## src/rtl/tile_exerciser.sv

```systemverilog
// rtl/tile_exerciser.sv - LFSR stimulus generator with MISR response compaction for tile test
//
// Purpose: drives N_VECTORS pseudo-random 8-bit vectors into a tile, holds each for
// SETTLE cycles, captures the tile response into a 16-bit MISR and reports the
// resulting signature.
//
// Optional feature: define TILE_EXERCISER_COMPARE_EN to add a registered
// signature comparison (expected / pass ports).
//
// Ports:
//   clk        in   1  clock, rising edge
//   rst_n      in   1  asynchronous active-low reset
//   start      in   1  run request, honoured in IDLE or DONE only
//   stim_out   out  8  registered stimulus (LFSR value while busy, else 0)
//   resp_in    in   8  tile response, folded into the MISR on each capture
//   busy       out  1  run in progress
//   done       out  1  run complete, held until the next accepted start
//   signature  out 16  MISR state
//   expected   in  16  reference signature (TILE_EXERCISER_COMPARE_EN only)
//   pass       out  1  done && signature == expected, registered (TILE_EXERCISER_COMPARE_EN only)
module tile_exerciser #(
    parameter int         N_VECTORS = 256,
    parameter int         SETTLE    = 2,
    parameter logic [7:0] SEED      = 8'h01
) (
    input  logic        clk,
    input  logic        rst_n,
    input  logic        start,
    output logic [7:0]  stim_out,
    input  logic [7:0]  resp_in,
    output logic        busy,
    output logic        done,
    output logic [15:0] signature
`ifdef TILE_EXERCISER_COMPARE_EN
    ,
    input  logic [15:0] expected,
    output logic        pass
`endif
);

    // An all-zero LFSR would lock up, so a zero seed is promoted to 1.
    localparam logic [7:0]  SEED_EFF    = (SEED == 8'h00) ? 8'h01 : SEED;
    localparam logic [3:0]  SETTLE_LAST = 4'(SETTLE - 1);
    localparam logic [15:0] N_LIMIT     = 16'(N_VECTORS);

    typedef enum logic [1:0] {
        S_IDLE,
        S_SETTLE,
        S_CAPTURE,
        S_DONE
    } state_t;

    state_t      state;
    state_t      state_next;
    logic [7:0]  lfsr;
    logic [15:0] misr;
    logic [15:0] vec_cnt;
    logic [3:0]  set_cnt;

    logic        accept;
    logic        last_vec;
    logic        settle_end;
    logic [7:0]  lfsr_next;
    logic [15:0] misr_next;
    logic [15:0] vec_inc;

    assign lfsr_next  = {lfsr[6:0], lfsr[7] ^ lfsr[5] ^ lfsr[4] ^ lfsr[3]};
    assign misr_next  = {misr[14:0], misr[15] ^ misr[14] ^ misr[12] ^ misr[3]}
                        ^ {8'h00, resp_in};
    assign vec_inc    = vec_cnt + 16'd1;
    // vec_inc is the count after the capture in progress; it cannot wrap
    // because N_VECTORS never exceeds 65535.
    assign last_vec   = (vec_inc >= N_LIMIT);
    assign settle_end = (set_cnt == SETTLE_LAST);
    assign signature  = misr;

    always_comb begin
        accept     = 1'b0;
        state_next = state;
        case (state)
            S_IDLE, S_DONE: begin
                if (start) begin
                    accept     = 1'b1;
                    state_next = S_SETTLE;
                end
            end
            S_SETTLE: begin
                if (settle_end) begin
                    state_next = S_CAPTURE;
                end
            end
            S_CAPTURE: begin
                state_next = last_vec ? S_DONE : S_SETTLE;
            end
            default: state_next = S_IDLE;
        endcase
    end

    always_ff @(posedge clk or negedge rst_n) begin
        if (!rst_n) begin
            state    <= S_IDLE;
            lfsr     <= SEED_EFF;
            misr     <= 16'h0000;
            vec_cnt  <= 16'h0000;
            set_cnt  <= 4'h0;
            busy     <= 1'b0;
            done     <= 1'b0;
            stim_out <= 8'h00;
        end else begin
            state <= state_next;
            if (accept) begin
                lfsr     <= SEED_EFF;
                misr     <= 16'h0000;
                vec_cnt  <= 16'h0000;
                set_cnt  <= 4'h0;
                busy     <= 1'b1;
                done     <= 1'b0;
                stim_out <= SEED_EFF;
            end else begin
                case (state)
                    S_SETTLE: begin
                        set_cnt <= settle_end ? 4'h0 : set_cnt + 4'h1;
                    end
                    S_CAPTURE: begin
                        misr    <= misr_next;
                        lfsr    <= lfsr_next;
                        vec_cnt <= vec_inc;
                        if (last_vec) begin
                            busy     <= 1'b0;
                            done     <= 1'b1;
                            stim_out <= 8'h00;
                        end else begin
                            stim_out <= lfsr_next;
                        end
                    end
                    default: ;
                endcase
            end
        end
    end

`ifdef TILE_EXERCISER_COMPARE_EN
    always_ff @(posedge clk or negedge rst_n) begin
        if (!rst_n) begin
            pass <= 1'b0;
        end else begin
            pass <= done && (misr == expected);
        end
    end
`endif

endmodule

```

## config.mk

```make
export PLATFORM = sky130hd
export DESIGN_NAME = tile_exerciser
export DESIGN_NICKNAME = d
export VERILOG_FILES = /design/src/rtl/tile_exerciser.sv
export SDC_FILE = /design/constraint.sdc
export NUM_CORES = 1
export LEC_CHECK = 0
export ABC_AREA = 1
export CORE_MARGIN = 10
export CORE_UTILIZATION = 45
export CTS_CLUSTER_SIZE = 14
export DETAILED_ROUTE_END_ITERATION = 8
export PLACE_DENSITY = 0.7
export SYNTH_ARGS = -nofsm -noshare
export SYNTH_HDL_FRONTEND = slang
export SYNTH_SLANG_ARGS = --single-unit
```

## constraint.sdc

```tcl
create_clock -name clk -period 4.3 [get_ports clk]
set_input_delay 0.86 -clock clk [delete_from_list [all_inputs] [get_ports clk]]
set_output_delay 0.86 -clock clk [all_outputs]
set_load 0.05 [all_outputs]
```

---- Word level (Yosys, flattened, before mapping) ----
Cells that the tools add are included.
storage, ports and cells
  RAM bits ................................ 0
  memory bits (read-only) ................. 0
  logic and storage cells ................. 55
  latch bits .............................. 0
  output and inout port bits .............. 26
  input port bits ......................... 11
  register bits after elaboration ......... 56
  memories ................................ 0
cells by class
  order comparisons ....................... 1
  muxes and demuxes ....................... 24
  bitwise logic cells ..................... 7
  divide/modulo/power cells ............... 0
  multipliers ............................. 0
  equal/unequal tests ..................... 6
  reductions and logical operators ........ 7
  add/subtract/negate cells ............... 2
  shift operators ......................... 0
operators by type and width
  kind                   number
  $mux 16                4
  $mux 8                 5
  $add 16x1->16 const B  1
  $ge 16x9->1 const B    1
  $xor 16x8->16          1
  $mux 4                 3
  $mux 1                 8
  $mux 2                 3
  $pmux 2 s3             1
  $reduce_bool 2->1      3
  $xor 1x1->1            6
  $add 4x1->4 const B    1
  $eq 2x2->1 const B     2
  $eq 4x1->1 const B     1
  $ne 2x2->1 const B     2
  $reduce_and 2->1       2
  $eq 2x1->1 const B     1
  $logic_not 2->1        1
  $reduce_or 2->1        1

---- Longest topological paths before layout ----
Gate-level depths: netlist of the first run.
  depth after elaboration ................. 6
  mapped depth ............................ 13
  mapped depth without buffers ............ 13

---- Worst setup path before layout of the first run ----
No wires, ideal clock.
  path kind ............................... input-to-reg
  start point ............................. input start
  end point ............................... register misr[10] (netlist: signature[10])
  cell stages on the path ................. 6
  data required time ...................... 4.217 ns
  path buffers ............................ 1
  setup time .............................. 0.083 ns
  setup slack ............................. 2.455 ns
  data arrival time ....................... 1.763 ns
  cells stage by stage .................... nand2_1 -> inv_2 -> nor2_2 -> inv_2 -> clkbuf_1 -> o22ai_1
on the way
  word-level cells in the longest chain between the ends .. 3
  elaborated cells on any way between the ends .. 4
  those cells by class .................... mux: 3; reduce/logical: 1
ends and longest elaborated chain
  element                                              RTL line  source
  start, declared                                      28        input logic start,
  $mux 1 *                                             82        if (start) begin
  $mux 1 *                                             80        case (state)
  $mux 16 / $reduce_bool 2->1 (equally long branches)  n/a
  end signal, assigned                                 125       misr <= misr_next;
  end, declared                                        56        logic [15:0] misr;
Mark *: on every way between the ends. The rest lies on a longest branch, timed or not.
A chain may end at the register's enable or synchronous reset.

---- Worst setup path after layout of the first run ----
  start point ............................. input start
  end point ............................... register misr[14] (netlist: signature[14])
The elaborated chain is that of the path after synthesis.

==> flow_summary_export.csv, run 1 <==
group,metric,value,unit
yosys,synth_top_area_share,50.44,%
place,gp_congestion,0.8229,
floorplan,die-area,9579,um2
yosys,syn_area_per_cell,8.831,um2
setup_path,reg2reg_slack,1840,ps
clock_tree,clockBufferDepth,2,
setup_path,cp_slowest_cell,"nor2_2",
yosys,ys.warnings.count,0,
clock_tree,postCtsSetupBuffers,0,
power_and_ir_drop,powerDensity,499.7,nW/um2
setup_path,endpoint,"signature[14]",
clock_tree,cts_tree,"built",
power_and_ir_drop,combPwrFrac,37.4,%
timing,period_share,61.77,%
yosys,yosys.area.top_type,"dfrtp_1",
yosys,synth_most_common_cell,"nand2_1",
global_routing,grt_max_degree,30,
finish,multiInputGateArea,1170,um2
place,dp_slack,1335,ps
setup_path,endpoint_kind,"flop",
setup_path,cp_max_fo,18,
timing,hold_violations,0,
yosys,synth_edf_count,0,
clock_tree,clk_pin_slew,90,ps
timing,slew_headroom,56.91,%
timing,fmax,0.3765,GHz
floorplan,die_h,97.87,um
detailed_routing,ant_nets,0,
yosys,synth-seq-area-share,51.40,%
global_routing,grt-ovfl-total,0,
setup_path,critPathMaxStageDelay,520,ps
floorplan,rows,28,
setup_path,crit_buf_inv,3,
yosys,syn_inst,309,
yosys,async_flop_share,100.0,%
yosys,synth_area,2729,um2
timing,slew_violations,0,
timing,finalClockSkew,5.484,ps
power_and_ir_drop,p_int,1.002,mW
run,maxCapViolCount,0,
detailed_routing,dr.pass1.iters,4,
clock_tree,worstSkewPairLatency,300,ps
setup_path,critical_path.startpoint,"start",
power_and_ir_drop,ir_drop,0.0002956,V
floorplan,coreArea,5921,um2
detailed_routing,dr_total_vias,2142,
setup_path,crit_family,"buffers and inverters",
power_and_ir_drop,power_frac_clock,22.0,%
timing,holdWs,476.3,ps
finish,nets,365,
setup_path,r2r_end,"signature[14]",
place,portBuffers,36,
clock_tree,holdBufCountCts,0,
yosys,yosys.cell_types.count,30,
power_and_ir_drop,pwr-share-seq,40.7,%
yosys,synth_area_leaders,"dfrtp_1 (50%), nand2_1 (11%), o21ai_0 (4.4%), inv_1 (4.3%), xnor2_1 (4.2%)",
timing,min_period,2656,ps
power_and_ir_drop,switching_share,39.04,%
setup_path,worstSetupPathType,"in2reg",
clock_tree,cts_buffers,5,
finish,area_growth,20.59,%
global_routing,grt_pass1_wl,10010,um
clock_tree,root_buffer,"clkbuf_8",
setup_path,cp.arrival,2870,ps
detailed_routing,routedWlPerCell,13.44,um
power_and_ir_drop,leakage,1.469,nW
floorplan,die_w,97.87,um
yosys,syn_nets,326,
timing,fin_tns_setup,0,ps
finish,final_area,3291,um2
global_routing,antenna_found_initial,0,
finish,final_util,55.58,%
clock_tree,post_cts_resize_count,0,
floorplan,pin_count,37,
setup_path,crit_cells,6,
setup_path,r2r_cells,7,
global_routing,grt_pass1_vias,2145,
clock_tree,cts_max_level,2,
place,dp_hpwl,4303,um
yosys,ys_top_cells_by_count,"nand2_1 (83), dfrtp_1 (55), inv_1 (31), o21ai_0 (24), o22ai_1 (15)",
power_and_ir_drop,switchingPower,641.9,uW
place,dpl.cell_count,416,
timing,rsz0062_at_grt,"false",
yosys,synth-seq-cells,56,
finish,drive_above_1_share,11.17,%
finish,seq_area,1403,um2
finish,fillers,537,
setup_path,worstSetupStartpointType,"primary input",
finish,insertedDiodeCount,0,
yosys,synth_ff_type,"dfrtp_1",
detailed_routing,routed_wl,5698,um
timing,post-route-worst-setup-slack,1644,ps
detailed_routing,drt_iter0_drc,84,
setup_path,r2r-start,"state[0]",
floorplan,start_util,46.09,%
worst_hold_path,hold_path_class,"reg2reg",
worst_hold_path,min_from,"lfsr[0]",
timing,tightest_slew,645.7,ps
power_and_ir_drop,p_total,1.644,mW
place,placed_area,3164,um2
setup_path,worstPathCellList,"clkdlybuf4s50_1 -> nand2_1 -> inv_2 -> nor2_2 -> inv_1 -> o22ai_1",
detailed_routing,drc,0,
detailed_routing,viasPerCell,5.052,
outcome,status,"finished clean",
timing,setup_violations,0,
setup_path,critPathRequiredTime,4510,ps
global_routing,grtUsageTotal,12.20,%
finish,stdcell_count,424,
clock_tree,clock_sinks,56,
[worst reg2reg max path: cells and delay by family (launching register included)]
kind / cells / cell delay [ps]
AOI/OAI and AO/OA: 1 / 290
buffers and inverters: 3 / 650
DFF: 1 / 410
adders and majority gates: 1 / 320
and+or+nand+nor: 2 / 720
[sequential cells by signal, summed over array words and instances, names as in the netlist]
register	cells
busy	1
done	1
lfsr	8
set_cnt	4
signature	16
state	2
stim_out	8
vec_cnt	16
[power groups by stage]
stage	sequential, mW	clock [mW]	combinational, mW
detailed placement	0.679	0	0.622
floorplan	0.800	0	0.306
CTS	0.669	0.373	0.624
global placement	0.676	0	0.608
global route	0.680	0.388	0.678
finish	0.668	0.361	0.615
[metal layers]
| metal | up-vias | wire [um] | track usage [%] |
|---|---|---|---|
| met3 | 4 | 168 | 2.960 |
| met5 | - | 0 | 0 |
| li1 | 1078 | - | - |
| met2 | 22 | 2898 | 20.41 |
| met4 | 0 | 51 | 3.579 |
| met1 | 1038 | 2581 | 15.15 |
[worst min-delay path by stage]
| stage | endpoint | slack, ps | cells after the start |
|---|---|---|---|
| final | lfsr[0] | 480 | 2 |
| after global routing | lfsr[0] | 500 | 2 |
| after CTS | lfsr[0] | 480 | 2 |
| after detailed placement | lfsr[0] | 460 | 2 |
| after global placement | lfsr[0] | 460 | 2 |
| after floorplan | lfsr[0] | 450 | 2 |
[cell usage in the layout (no fill, tap or decap), types with 10 or more instances in the layout]
cell type and count:
o22ai_1 15, nor2_1 10, nand3_1 13, o21ai_0 24, nand2_2 11, dfrtp_1 55, nand2_1 83, inv_1 31
clkdlybuf4s50_1 35, xnor2_1 13
[cell type report]
type                            instances  share of cell area [%]
Sequential cell                        56                   42.62
Multi-Input combinational cell        213                   35.55
Timing Repair Buffer                   38                   11.25
Inverter                               34                   3.878
Clock buffer                            7                   2.928
Tap cell                               75                   2.852
Clock inverter                          1                  0.9125
[logic make-up (layout without fill, tap and decap cells)]
logic type               after synthesis  count (layout)  share of synthesized area, %
buffers and inverters                 40              80                         5.731
AND/OR/NAND/NOR                      141             141                         24.53
adder cells (fa/ha/maj)                6               6                         2.751
AO/OA/AOI/OAI                         49              49                         10.13
flip-flops                            56              56                         51.40
XOR/XNOR                              17              17                         5.456
Note: power is estimated with default switching activity, not from simulation.
==> inputs of run 2 (changes only) <==
--- a/config.mk
+++ b/config.mk
@@ -10,7 +10,7 @@
 export CORE_UTILIZATION = 45
 export CTS_CLUSTER_SIZE = 14
 export DETAILED_ROUTE_END_ITERATION = 8
-export PLACE_DENSITY = 0.7
+export PLACE_DENSITY = 0.73
 export SYNTH_ARGS = -nofsm -noshare
 export SYNTH_HDL_FRONTEND = slang
 export SYNTH_SLANG_ARGS = --single-unit
==> constraint.sdc (replaced) <==
create_clock -name clk -period 2.3 [get_ports clk]
set_input_delay 0.46 -clock clk [delete_from_list [all_inputs] [get_ports clk]]
set_output_delay 0.46 -clock clk [all_outputs]
set_load 0.05 [all_outputs]
==> run 2 against run 1 <==
  * Worst hold slack got worse by 350 ps
  * Combinational power rose by 95%
  * Clock power is 73% higher
  * Wire length rose by 2.0%
  * Global-route usage up 0.087 points
  * Utilization increased by 0.27 points
  * Final cell count increased by 0.71%
  * Total power is 87% higher
  * Via count up 2.4%
  * Sequential cell count unchanged
  * Critical path type is now reg2out
  * Critical endpoint is now signature[3]
==> flow_summary_export.csv, run 2 (same netlist as run 1, synthesis figures left out) <==
group,metric,value,unit
detailed_routing,dr_total_vias,2193,
power_and_ir_drop,powerDensity,928.8,nW/um2
global_routing,antenna_found_initial,0,
finish,stdcell_count,427,
power_and_ir_drop,pwr-share-seq,40.6,%
clock_tree,cts_max_level,2,
clock_tree,clockBufferDepth,2,
setup_path,crit_buf_inv,1,
setup_path,critPathRequiredTime,1840,ps
timing,fmax,0.4926,GHz
run,maxCapViolCount,0,
setup_path,crit_family,"buffers and inverters",
place,gp_congestion,0.8605,
clock_tree,root_buffer,"clkbuf_8",
clock_tree,postCtsSetupBuffers,0,
detailed_routing,routed_wl,5810,um
power_and_ir_drop,ir_drop,0.0005602,V
power_and_ir_drop,p_int,1.849,mW
timing,setup_violations,0,
global_routing,grtUsageTotal,12.29,%
setup_path,worstSetupStartpointType,"flop",
clock_tree,worstSkewPairLatency,310,ps
finish,area_growth,21.18,%
setup_path,critPathMaxStageDelay,840,ps
finish,insertedDiodeCount,0,
clock_tree,holdBufCountCts,0,
setup_path,worstSetupPathType,"reg2out",
floorplan,start_util,46.09,%
power_and_ir_drop,leakage,1.479,nW
outcome,status,"finished clean",
global_routing,grt_pass1_vias,2162,
setup_path,worstPathCellList,"clkdlybuf4s50_1",
global_routing,grt-ovfl-total,0,
worst_hold_path,hold_path_class,"in2async",
setup_path,cp_slowest_cell,"clkdlybuf4s50_1",
detailed_routing,routedWlPerCell,13.61,um
finish,final_common_cell,"nand2_1",
power_and_ir_drop,power_frac_clock,20.3,%
detailed_routing,dr.pass1.iters,4,
timing,slew_violations,0,
setup_path,cp.arrival,1570,ps
power_and_ir_drop,switchingPower,1.222,mW
place,dpl.cell_count,419,
clock_tree,post_cts_resize_count,0,
finish,mostFrequentLayoutCells,"nand2_1 (83), dfrtp_1 (55), clkdlybuf4s50_1 (35), inv_1 (31), o21ai_0 (24)",
finish,drive_above_1_share,11.65,%
power_and_ir_drop,p_total,3.071,mW
finish,nets,368,
clock_tree,clk_pin_slew,90,ps
clock_tree,cts_tree,"built",
floorplan,die_w,97.87,um
global_routing,grt_max_degree,34,
detailed_routing,ant_nets,0,
detailed_routing,viasPerCell,5.136,
detailed_routing,drc,0,
timing,hold_violations,0,
detailed_routing,drt_iter0_drc,92,
clock_tree,cts_buffers,5,
timing,period_share,88.27,%
floorplan,die_h,97.87,um
global_routing,grt_pass1_wl,10020,um
setup_path,cp_max_fo,4,
floorplan,die-area,9579,um2
place,dp_hpwl,4316,um
timing,tightest_slew,561.1,ps
finish,fillers,531,
timing,min_period,2030,ps
timing,rsz0062_at_grt,"false",
place,portBuffers,36,
floorplan,rows,28,
clock_tree,clock_sinks,56,
floorplan,coreArea,5921,um2
power_and_ir_drop,switching_share,39.79,%
setup_path,endpoint_kind,"primary output",
power_and_ir_drop,combPwrFrac,39.1,%
timing,finalClockSkew,8.897,ps
timing,fin_tns_setup,0,ps
floorplan,pin_count,37,
timing,slew_headroom,62.59,%
[run 2: worst paths after layout]
| check | start | end | slack (ps) | cells after the start |
|---|---|---|---|---|
| worst max-delay path | signature[3] | signature[3] | 270 | 1 |
| min in group clk | lfsr[0] | lfsr[0] | 470 | 2 |
| worst max register to register | vec_cnt[1] | state[1] | 350 | 13 |
| max in group asynchronous | rst_n | lfsr[0] | 1540 | 2 |
| worst min-delay path | rst_n | signature[0] | 130 | 1 |
| worst min register to register | lfsr[0] | lfsr[0] | 470 | 2 |
[run 2: layout make-up]
| type | count | area, um2 | area share, % |
|---|---|---|---|
| sequential | 56 | 1403 | 42.41 |
| multi-input combinational | 213 | 1170 | 35.38 |
| timing repair buffer | 41 | 405.4 | 12.26 |
| inverter | 34 | 127.6 | 3.859 |
| tap | 75 | 93.84 | 2.838 |
| clock buffer | 6 | 72.57 | 2.194 |
| clock inverter | 2 | 35.03 | 1.059 |
[run 2: routing by layer]
metal / track usage [%] / share of wire, %
met5: 0 / 0
met4: 4.027 / 1.3
met3: 2.537 / 3.9
met2: 21.37 / 50
met1: 14.69 / 44
[run 2: per-stage QoR]
step	hold WS (ps)	utilization [%]	cell area, um2	setup WS (ps)
final	127.5	55.85	3307	269.8
after global routing	173.8	55.85	3307	216.3
after CTS	148.0	55.85	3307	257.6
after detailed placement	459.2	54.04	3199	239.5
after global placement	461.2	54.04	3199	302.4
after floorplan	164.4	-	2729	581.1
[run 2: power by group through the flow]
stage               combinational (mW)  sequential (mW)  clock, mW
CTS                               1.21             1.25      0.642
floorplan                        0.572             1.50          0
global route                      1.32             1.27      0.673
finish                            1.20             1.25      0.623
global placement                  1.18             1.26          0
detailed placement                1.21             1.27          0
